**src/rtl/imem_loader_pkg.sv**
```systemverilog
// Shared constants for the instruction-memory loader and its helpers.
package imem_loader_pkg;

    localparam int unsigned BYTE_W         = 8;
    localparam int unsigned BYTES_PER_WORD = 4;
    localparam int unsigned WORD_W         = 32;
    localparam int unsigned BCNT_W         = 2;

    // Opcode nibble position, shared with the Control block decode.
    localparam int unsigned OPCODE_MSB = 31;
    localparam int unsigned OPCODE_LSB = 28;
    localparam int unsigned OPCODE_W   = OPCODE_MSB - OPCODE_LSB + 1;

    // Loader FSM encoding.
    localparam logic [1:0] ST_IDLE  = 2'd0;
    localparam logic [1:0] ST_RECV  = 2'd1;
    localparam logic [1:0] ST_WRITE = 2'd2;
    localparam logic [1:0] ST_DONE  = 2'd3;

    // Extract the opcode nibble of an instruction word.
    function automatic logic [OPCODE_W-1:0] opcode_of(input logic [WORD_W-1:0] w);
        return w[OPCODE_MSB:OPCODE_LSB];
    endfunction

endpackage

```
**src/rtl/imem_loader_word_assembler.sv**
```systemverilog
// Packs accepted bytes big-endian into a 32-bit word; first byte lands in [31:24].
module imem_loader_word_assembler
    import imem_loader_pkg::*;
(
    input  logic              clk,
    input  logic              rst,
    input  logic              load_en_i,
    input  logic              clear_i,
    input  logic [BYTE_W-1:0] byte_i,
    output logic [WORD_W-1:0] word_o,
    output logic              word_full_c
);

    logic [WORD_W-1:0] shreg_q, shreg_d;
    logic [BCNT_W-1:0] cnt_q, cnt_d;

    // Next shift-register contents and byte position; clear wins over load.
    always_comb begin
        shreg_d = shreg_q;
        cnt_d   = cnt_q;
        if (clear_i) begin
            shreg_d = '0;
            cnt_d   = '0;
        end else if (load_en_i) begin
            shreg_d = {shreg_q[WORD_W-BYTE_W-1:0], byte_i};
            cnt_d   = cnt_q + BCNT_W'(1);
        end
    end

    // Assembly state registers.
    always_ff @(posedge clk) begin
        if (rst) begin
            shreg_q <= '0;
            cnt_q   <= '0;
        end else begin
            shreg_q <= shreg_d;
            cnt_q   <= cnt_d;
        end
    end

    assign word_o      = shreg_q;
    assign word_full_c = load_en_i && !clear_i &&
                         (cnt_q == BCNT_W'(BYTES_PER_WORD - 1));

endmodule

```
**src/rtl/imem_loader.sv**
```systemverilog
// Streams bytes into instruction memory word by word while holding the CPU.
module imem_loader
    import imem_loader_pkg::*;
#(
    parameter int unsigned ADDR_W = 8
)
(
    input  logic                clk,
    input  logic                rst,
    input  logic                in_start,
    input  logic [ADDR_W:0]     in_count,
    input  logic                in_abort,
    input  logic                in_valid,
    input  logic [BYTE_W-1:0]   in_byte,
    output logic                out_ready,
    output logic                out_wr_en,
    output logic [ADDR_W-1:0]   out_wr_addr,
    output logic [WORD_W-1:0]   out_wr_data,
    output logic                out_cpu_hold,
    output logic                out_done
);

    localparam int unsigned     CNT_W = ADDR_W + 1;
    localparam logic [ADDR_W:0] CAP   = CNT_W'(1) << ADDR_W;

    logic [1:0]        state_q, state_d;
    logic [ADDR_W-1:0] idx_q, idx_d;
    logic [ADDR_W-1:0] last_q, last_d;
    logic [ADDR_W-1:0] wr_addr_q, wr_addr_d;
    logic [WORD_W-1:0] wr_data_q, wr_data_d;

    logic              abort_c;
    logic              asm_load_c;
    logic              asm_clear_c;
    logic              asm_full_c;
    logic [WORD_W-1:0] asm_word;
    logic [ADDR_W:0]   count_clamped_c;

    // Requests larger than the memory are cut to its capacity.
    assign count_clamped_c = (in_count > CAP) ? CAP : in_count;

    // Abort only matters once a load is underway; it also drops any byte offered.
    assign abort_c     = in_abort && (state_q != ST_IDLE);
    assign asm_load_c  = in_valid && (state_q == ST_RECV) && !in_abort;
    assign asm_clear_c = abort_c || ((state_q == ST_IDLE) && in_start);

    imem_loader_word_assembler u_asm (
        .clk         (clk),
        .rst         (rst),
        .load_en_i   (asm_load_c),
        .clear_i     (asm_clear_c),
        .byte_i      (in_byte),
        .word_o      (asm_word),
        .word_full_c (asm_full_c)
    );

    // Next-state, word index and held write-port values.
    always_comb begin
        state_d   = state_q;
        idx_d     = idx_q;
        last_d    = last_q;
        wr_addr_d = wr_addr_q;
        wr_data_d = wr_data_q;
        if (state_q == ST_WRITE) begin
            wr_data_d = asm_word;
        end
        if (abort_c) begin
            state_d = ST_IDLE;
        end else begin
            case (state_q)
                ST_IDLE: begin
                    if (in_start) begin
                        idx_d   = '0;
                        last_d  = ADDR_W'(count_clamped_c - CNT_W'(1));
                        state_d = (count_clamped_c == '0) ? ST_DONE : ST_RECV;
                    end
                end
                ST_RECV: begin
                    if (asm_full_c) begin
                        state_d   = ST_WRITE;
                        wr_addr_d = idx_q;
                    end
                end
                ST_WRITE: begin
                    if (idx_q == last_q) begin
                        state_d = ST_DONE;
                    end else begin
                        idx_d   = idx_q + ADDR_W'(1);
                        state_d = ST_RECV;
                    end
                end
                ST_DONE:  state_d = ST_IDLE;
                default:  state_d = ST_IDLE;
            endcase
        end
    end

    // State and held-output registers.
    always_ff @(posedge clk) begin
        if (rst) begin
            state_q   <= ST_IDLE;
            idx_q     <= '0;
            last_q    <= '0;
            wr_addr_q <= '0;
            wr_data_q <= '0;
        end else begin
            state_q   <= state_d;
            idx_q     <= idx_d;
            last_q    <= last_d;
            wr_addr_q <= wr_addr_d;
            wr_data_q <= wr_data_d;
        end
    end

    // Outputs decode straight from registered state; the assembler is stable during WRITE.
    assign out_ready    = (state_q == ST_RECV);
    assign out_wr_en    = (state_q == ST_WRITE);
    assign out_done     = (state_q == ST_DONE);
    assign out_cpu_hold = (state_q != ST_IDLE);
    assign out_wr_addr  = wr_addr_q;
    assign out_wr_data  = (state_q == ST_WRITE) ? asm_word : wr_data_q;

endmodule
```
**config.mk**
```make
export PLATFORM = sky130hd
export DESIGN_NAME = imem_loader
export DESIGN_NICKNAME = d
export VERILOG_FILES = /design/src/rtl/imem_loader_pkg.sv /design/src/rtl/imem_loader_word_assembler.sv /design/src/rtl/imem_loader.sv
export SDC_FILE = /design/constraint.sdc
export NUM_CORES = 1
export LEC_CHECK = 0
export ABC_AREA = 1
export CAP_MARGIN = 20
export CORE_UTILIZATION = 57
export CTS_BUF_LIST = sky130_fd_sc_hd__clkbuf_8
export DETAILED_ROUTE_END_ITERATION = 10
export DONT_BUFFER_PORTS = 1
export GPL_ROUTABILITY_DRIVEN = 0
export GPL_TIMING_DRIVEN = 1
export PLACE_DENSITY_LB_ADDON = 0.2
export SLEW_MARGIN = 20
export SYNTH_ARGS = -nofsm -noshare
export SYNTH_HDL_FRONTEND = slang
export SYNTH_HIERARCHICAL = 1
export SYNTH_SLANG_ARGS = --single-unit
```
**constraint.sdc**
```tcl
create_clock -name clk -period 2.69 [get_ports clk]
set_clock_uncertainty 0.15 [all_clocks]
set_input_delay 0.4035 -clock clk [delete_from_list [all_inputs] [get_ports clk]]
set_output_delay 0.4035 -clock clk [all_outputs]
set_load 0.02 [all_outputs]
```
# [After elaboration in Yosys (flattened, before gate mapping)]
# Index checks and enable logic that the tools add are counted.
[classes] n_addsub=3 n_lt_le_gt_ge=1 n_eq_ne=8 muxes=10 n_bitwise=1 reduce_logical=19
[op_table] op="two-way mux 32 bit" count=1
[op_table] op="two-way mux 8 bit" count=2
[op_table] op="case mux 8 bit (2 select lines)" count=1
[op_table] op="greater-than comparator 9 bit, second input constant" count=1
[op_table] op="logical NOT 9 bit" count=1
[op_table] op="two-way mux 9 bit" count=1
[op_table] op="adder 8 x 1 -> 8 bit, second input constant" count=1
[op_table] op="== test 8 bit" count=1
[op_table] op="two-way mux 2 bit" count=4
[op_table] op="case mux 2 bit (4 select lines)" count=1
[op_table] op="subtractor 8 x 1 -> 8 bit, second input constant" count=1
[op_table] op="== test 2 bit, second input constant" count=3
[op_table] op="logical AND 1 bit" count=6
[op_table] op="AND reduction 3 bit" count=2
[op_table] op="!= test 2 bit, second input constant" count=2
[op_table] op="AND reduction 4 bit" count=1
[op_table] op="nonzero test 2 bit" count=2
[op_table] op="OR reduction 2 bit" count=2
[op_table] op="adder 2 x 1 -> 2 bit, second input constant" count=1
[op_table] op="== test 2 x 1 -> 1 bit, second input constant" count=1
[op_table] op="logical NOT 1 bit" count=2
[op_table] op="logical NOT 2 bit" count=1
[op_table] op="!= test 2 x 1 -> 1 bit, second input constant" count=1
[op_table] op="AND reduction 2 bit" count=1
[op_table] op="2 further kinds" count=2
[word_totals] regBits=92 out_inout_bits=44

# [Logic depth before layout (Yosys ltp)]
# Gate-level depths: netlist of the first run.
[logic_depth] ltp_word=8 depth_mapped=19

# [Hierarchy]
# The synthesis of the first run kept the hierarchy.
[by_module_without_submodules] module="imem_loader" n_inst=1 cells_per_inst=414 area_each_um2=2849.0
[by_module_without_submodules] module="imem_loader_word_assembler" n_inst=1 cells_per_inst=218 area_each_um2=1438.9

# [Least setup slack after synthesis of the first run]
# OpenSTA, ideal clock, no wires.
[synth_timing] path_kind="reg-to-reg" start="reg state_q[0]" end="reg idx_q[4]" setup_time_ns=0.132 arrival_ns=2.089 path_slack_ns=0.319 path_stages_with_launch=19 n_path_buf=3 path_cell_list="dfxtp_1 > inv_2 > nor2_2 > nand2_1 > nor2_1 > buf_6 > buf_6 > buf_6 > nand2_1 > nor2_1 > inv_1 > nand2_1 > o21ai_2 > inv_2 > nand2_2 > nor2_4 > o21ai_4 > nand2_1 > a21oi_1"
[synth_between] elab_chain_len=4 elab_cells_between_ends=10
[synth_lines] item="from (decl)" line_no="imem_loader.sv:26" text="logic [1:0] state_q, state_d;"
[synth_lines] item="from (signal assigned)" line_no="imem_loader.sv:107" text="state_q <= state_d;"
[synth_lines] item="branches (longest 4 deep; another with AND reduction 4 bit)"
[synth_lines] item="to (signal assigned)" line_no="imem_loader.sv:108" text="idx_q <= idx_d;"
[synth_lines] item="to (decl)" line_no="imem_loader.sv:27" text="logic [ADDR_W-1:0] idx_q, idx_d;"
# Several ways; the timed one is not identified.
# A chain may end at the register's enable or synchronous reset.

# [Final worst setup path of the first run]
[layout_timing] start="reg state_q[1]" end="out out_wr_data[18]"
[layout_between] elab_chain_len=2
[layout_lines] item="== test 2 bit" line_no="imem_loader.sv:121" text="assign out_wr_data = (state_q == ST_WRITE) ? asm_word : wr_data_q;"
[layout_lines] item="two-way mux 32 bit" line_no="imem_loader.sv:121"
[layout_lines] item="to (decl)" line_no="imem_loader.sv:18" text="output logic [WORD_W-1:0] out_wr_data,"
# No other way between the ends.

==> flow_metrics.tcl, run 1 <==
set metrics [dict create \
    period_share 0.920 \
    ys_top_cells_by_count "nor2_1, nand2_1, inv_1" \
    cp-end-kind "output pin" \
    critPathTopFamily "buffers and inverters" \
    cts_buffers 9 \
    switching_power_mw 1.68 \
    synth_nets 658 \
    root_buffer "clkbuf_8" \
    synth_most_common_cell "nor2_1" \
    synthDistinctLibCells 31 \
    crit_chain "inv_1, nor2_4, inv_2, o21ai_0, inv_1" \
    dieArea_um2 7870 \
    finalSetupViolations 0 \
    cpMaxStageDelayCell "dfxtp_1" \
    drt.antenna.violating_nets 0 \
    cell_internal_pwr_mw 2.50 \
    fp-row-count 31 \
    powerDensity_nw_per_um2 925 \
    p_clk_frac 0.232 \
    antenna_cells 0 \
    place_hpwl_um 5890 \
    critPathKind "reg2out" \
    synth_area_leaders "dfxtp_1, nor2_1, nand2_1" \
    wl_per_cell_um 11.9 \
    routed_wl_um 8620 \
    die_h_um 88.7 \
    coreArea_um2 7250 \
    post-route-util 0.623 \
    ys_seq_elements 92 \
    area_growth_pct 5.31 \
    async_flop_share 0 \
    antenna_found_initial 0 \
    num_io_pins 66 \
    grt_max_degree 69 \
    combPwrFrac 0.373 \
    seq_area_frac_synth 0.430 \
    slowest_delay_ns 0.41 \
    pwr-share-seq 0.395 \
    crit_fanout 38 \
    hold_violations 0 \
    overflow 0 \
    syn_area_per_cell_um2 6.78 \
    drv_cap 0 \
    cts_tree "yes" \
    maxSlewViolCount 0 \
    cpMostUsedCell "inv_1" \
    yosysTopAreaCellShare 0.430 \
    netlist_area_um2 4290 \
    clkTransAtPathRegs_ns 0.09 \
    worst_setup_path_start_kind "register" \
    synthFlopType "dfxtp_1" \
    cts_buffer_depth 2 \
    synth_cells 632 \
    hold_path_class "in2reg" \
    fmax_mhz 404 \
    die_x_um 88.7 \
    synth.largest_area_cell "dfxtp_1" \
    layout.nets 647 \
    port_buffers 0 \
    fin_area_um2 4520 \
    ys_warn_count 6 \
    cp_data_required_time_ns 2.14 \
    htree_levels 3 \
    cts.sinks 92 \
    vias 3582 \
    place_area_um2 4290 \
    crit_buf_inv 3 \
    start_util 0.591 \
    grt.total_usage 0.239 \
    drtIter0Drc 123 \
    min_period_ns 2.47 \
    rsz0062_at_grt "no" \
    grt_pass1_wl_um 14500 \
    clock_latency_ns 0.36 \
    drc 0 \
    outcome "completed" \
    drive_above_1_share 0.109 \
    slew_headroom 0.592 \
    crit_arrival_ns 1.92 \
    peakVddDrop_mv 0.505 \
    synth_edf_count 0 \
    grt_pass1_vias 3162 \
    fin_tns_setup_ns 0 \
    power.leakage_nw 2.19 \
    dr.pass1.iters 4 \
    viasPerCell 4.94 \
    netSwitchingFraction 0.402 \
    worstMarginPinSlew_ns 0.612 \
    cts_resized 0 \
]
[power groups by stage]
stage          sequential [mW]  clock (mW)  combinational, mW
2_1_floorplan             1.66           0               1.37
4_1_cts                   1.65       0.991               1.57
3_3_place_gp              1.68           0               1.51
5_1_grt                   1.68        1.04               1.76
6_report                  1.65       0.970               1.56
3_5_place_dp              1.68           0               1.54
[cells by family after synthesis]
family,synth area share
buf+inv,0.127
simple gates,0.325
compound gates,0.0922
xor+xnor,0.0143
fa+ha+maj,0.0117
flops,0.430
[through the flow]
| step | setup WS, ns | instances | hold WS [ns] | power, mW |
|---|---|---|---|---|
| finish | 0.216 | 725 | 0.0370 | 4.18 |
| global route | 0.0138 | 725 | 0.0289 | 4.47 |
| CTS | 0.172 | 725 | 0.0211 | 4.21 |
| detailed placement | 0.372 | 708 | 0.316 | 3.23 |
| global placement | 0.488 | 708 | 0.312 | 3.19 |
| floorplan | 0.319 | 632 | 0.294 | 3.02 |
[sequential cells by signal (all words and copies together) (netlist names)]
name,flops
u_asm/word_o,32
wr_data_q,32
idx_q,8
last_q,8
out_wr_addr,8
state_q,2
u_asm/cnt_q,2
[layer usage]
metal | part of all wire | track usage
met2 | 0.46 | 0.393
met3 | 0.041 | 0.0494
met4 | 0.022 | 0.0953
met5 | 0 | 0
met1 | 0.47 | 0.309
[tightest hold or removal path, stage by stage]
cell and delay [ns]:
a21oi_1 0.02, nand2_1 0.05, inv_1 0.03
[worst paths after layout]
kind / start / to / slack (ns) / cells past startpoint
worst min register to register: u_asm/word_o[29] / u_asm/word_o[29] / 0.33 / 2
worst max register to register: state_q[0] / idx_q[1] / 0.33 / 14
worst max-delay path: state_q[1] / out_wr_data[18] / 0.22 / 5
worst min-delay path: rst / last_q[7] / 0.04 / 3
[layout by cell type (no fill, tap or decap)]
| master | count |
|---|---|
| clkinv_4 | 1 |
| inv_8 | 1 |
| inv_6 | 1 |
| nand3b_1 | 2 |
| xnor2_1 | 5 |
| nand2_1 | 120 |
| o31ai_1 | 2 |
| or2_2 | 32 |
| nor2_1 | 136 |
| buf_4 | 4 |
| xor2_1 | 2 |
| clkbuf_8 | 10 |
| nand2_2 | 2 |
| nor2_4 | 4 |
| dfxtp_1 | 92 |
| o21ai_4 | 2 |
| nor3_1 | 4 |
| a31oi_1 | 1 |
| nor2_2 | 2 |
| o21ai_1 | 13 |
| clkinv_2 | 1 |
| o21ai_2 | 1 |
| clkinvlp_4 | 1 |
| nor3b_1 | 1 |
| bufinv_16 | 1 |
| ha_1 | 4 |
| buf_12 | 1 |
| o21ai_0 | 34 |
| a21boi_0 | 1 |
| inv_1 | 98 |
| nand4_1 | 2 |
| nand3_1 | 23 |
| a21oi_1 | 18 |
| inv_2 | 4 |
[final cells by class]
cell class,count,area [um2]
Inverter,102,383
Clock inverter,6,71.3
Timing Repair Buffer,5,50.0
Clock buffer,10,138
Multi-Input combinational cell,411,1910
Sequential cell,92,1840
Tap cell,99,124
Fill cell,711,2740
[repair_timing]
action	4_1_cts	5_1_grt
buffers inserted	0	0
hold endpoints to repair	38	0
hold buffers	1	0
(Power assumes the default switching activity.)
==> run 2, diff against run 1 <==
- CELL_PAD_IN_SITES_DETAIL_PLACEMENT: unset -> 1
- CELL_PAD_IN_SITES_GLOBAL_PLACEMENT: unset -> 1
- CORE_UTILIZATION: 57 -> 47
==> run 2 against run 1 <==
  * Combinational power up 3%
  * Global-route usage fell by 0.79 points
  * Sequential power about the same
  * Non-clock buffer count did not move
  * Hold slack better by 0.015 ns
  * Routed wire length increased by 21%
  * Largest power group unchanged
==> flow_metrics.tcl, run 2 (synthesis gave the netlist of run 1 again) <==
set metrics [dict create \
    cell_internal_pwr_mw 2.50 \
    die_h_um 97.5 \
    hold_path_class "in2reg" \
    worst_setup_path_start_kind "register" \
    cpMostUsedCell "inv_1" \
    netSwitchingFraction 0.411 \
    layout.nets 647 \
    coreArea_um2 8760 \
    hold_violations 0 \
    crit_buf_inv 3 \
    post-cts-setup-buffers 0 \
    power.leakage_nw 2.20 \
    outcome "completed" \
    period_share 0.925 \
    viasPerCell 5.01 \
    peakVddDrop_mv 0.360 \
    overflow 0 \
    start_util 0.489 \
    place_area_um2 4300 \
    slowest_delay_ns 0.42 \
    grt_max_degree 69 \
    vias 3674 \
    min_period_ns 2.49 \
    rrSetupSlack_ns 0.36 \
    clock_latency_ns 0.35 \
    cpMaxStageDelayCell "dfxtp_1" \
    wl_per_cell_um 14.2 \
    fp-row-count 34 \
    cts_buffer_depth 2 \
    final_cell_mix "nor2_1, nand2_1, inv_1, dfxtp_1, o21ai_0" \
    critPathTopFamily "buffers and inverters" \
    fmax_mhz 402 \
    final_common_cell "nor2_1" \
    antenna_cells 0 \
    grt.total_usage 0.232 \
    r2r_end "idx_q[1]" \
    maxSlewViolCount 0 \
    finalNonFillerCells 734 \
    powerDensity_nw_per_um2 937 \
    grt_pass1_wl_um 17800 \
    die_x_um 97.5 \
    area_growth_pct 5.72 \
    cts_tree "yes" \
    htree_levels 3 \
    port_buffers 0 \
    pwr-share-seq 0.391 \
    hp-start "rst" \
    fin_tns_setup_ns 0 \
    layout.area.seq_um2 1840 \
    dr.pass1.iters 4 \
    combPwrFrac 0.380 \
    root_buffer "clkbuf_8" \
    fin_area_um2 4530 \
    routed_wl_um 10400 \
    drt.antenna.violating_nets 0 \
    critPathKind "reg2out" \
    worstReg2RegStart "state_q[0]" \
    crit_chain "inv_1, nor2_4, buf_4, or2_2, o21ai_0, inv_1" \
    dp_cells 717 \
    cts_buffers 9 \
    drtIter0Drc 129 \
    grt_pass1_vias 3779 \
    slew_headroom 0.563 \
    nFillCells 1186 \
    rsz0062_at_grt "no" \
    antenna_found_initial 0 \
    dieArea_um2 9510 \
    num_io_pins 66 \
    p_clk_frac 0.229 \
    worstMarginPinSlew_ns 0.655 \
    drc 0 \
    cp-end-kind "output pin" \
    clkTransAtPathRegs_ns 0.09 \
    multi_input_area_um2 1910 \
    drv_cap 0 \
    hold_depth 3 \
    crit_fanout 23 \
    switching_power_mw 1.75 \
    cp_data_required_time_ns 2.14 \
    rr_worst_depth 14 \
    cts.sinks 92 \
    drive_above_1_share 0.110 \
    place_hpwl_um 7190 \
    hold_end "last_q[7]" \
    finalSetupViolations 0 \
    crit_arrival_ns 1.94 \
]
-- run 2: through the flow --
stage | util | hold WS [ns] | total power [mW] | worst slack (ns)
after floorplan | - | 0.294 | 3.02 | 0.319
after global placement | 0.490 | 0.313 | 3.22 | 0.371
after detailed placement | 0.490 | 0.321 | 3.29 | 0.257
after CTS | 0.517 | 0.0397 | 4.29 | 0.0627
after global routing | 0.517 | 0.0465 | 4.56 | 0.0461
final | 0.517 | 0.0523 | 4.25 | 0.201
-- run 2: how the worst max path moves through the flow --
stage	start	depth (start not counted)	slack [ns]	to
2_1_floorplan	state_q[0]	18	0.32	idx_q[4]
3_3_place_gp	state_q[0]	14	0.37	idx_q[1]
3_5_place_dp	state_q[0]	14	0.26	idx_q[1]
4_1_cts	state_q[1]	5	0.06	out_wr_data[2]
5_1_grt	state_q[1]	6	0.05	out_wr_data[16]
6_report	state_q[1]	6	0.20	out_wr_data[17]
-- run 2: final cells by class --
cell class / count / share of cell area
Sequential cell: 92 / 0.406
Tap cell: 108 / 0.0298
Clock inverter: 6 / 0.0160
Clock buffer: 10 / 0.0304
Timing Repair Buffer: 5 / 0.0110
Inverter: 102 / 0.0850
Multi-Input combinational cell: 411 / 0.421
-- run 2: power groups by stage --
| stage | Clock, mW | Sequential [mW] | Combinational, mW |
|---|---|---|---|
| floorplan | 0 | 1.66 | 1.37 |
| global placement | 0 | 1.68 | 1.54 |
| detailed placement | 0 | 1.69 | 1.60 |
| CTS | 1.00 | 1.66 | 1.63 |
| global route | 1.06 | 1.68 | 1.81 |
| finish | 0.972 | 1.66 | 1.61 |
-- run 2: routing by layer --
metal	track usage	vias up	wire length [um]
li1	-	1871	-
met2	0.417	43	5260
met3	0.0353	13	226
met5	0	-	0
met1	0.286	1747	4770
met4	0.0622	0	135
-- run 2: worst reg2reg max path, delay by kind of cell (launching register included) --
kind / cells / cell delay [ns]
AND/OR/NAND/NOR: 9 / 1.15
flip-flops: 1 / 0.44
buffers and inverters: 2 / 0.12
AO/OA/AOI/OAI: 3 / 0.42
-- run 2: repair_timing --
action,in CTS,in global routing
resized for setup,0,4
hold buffers,1,0
endpoints found under the hold margin,38,0
endpoints found under the setup margin,0,5
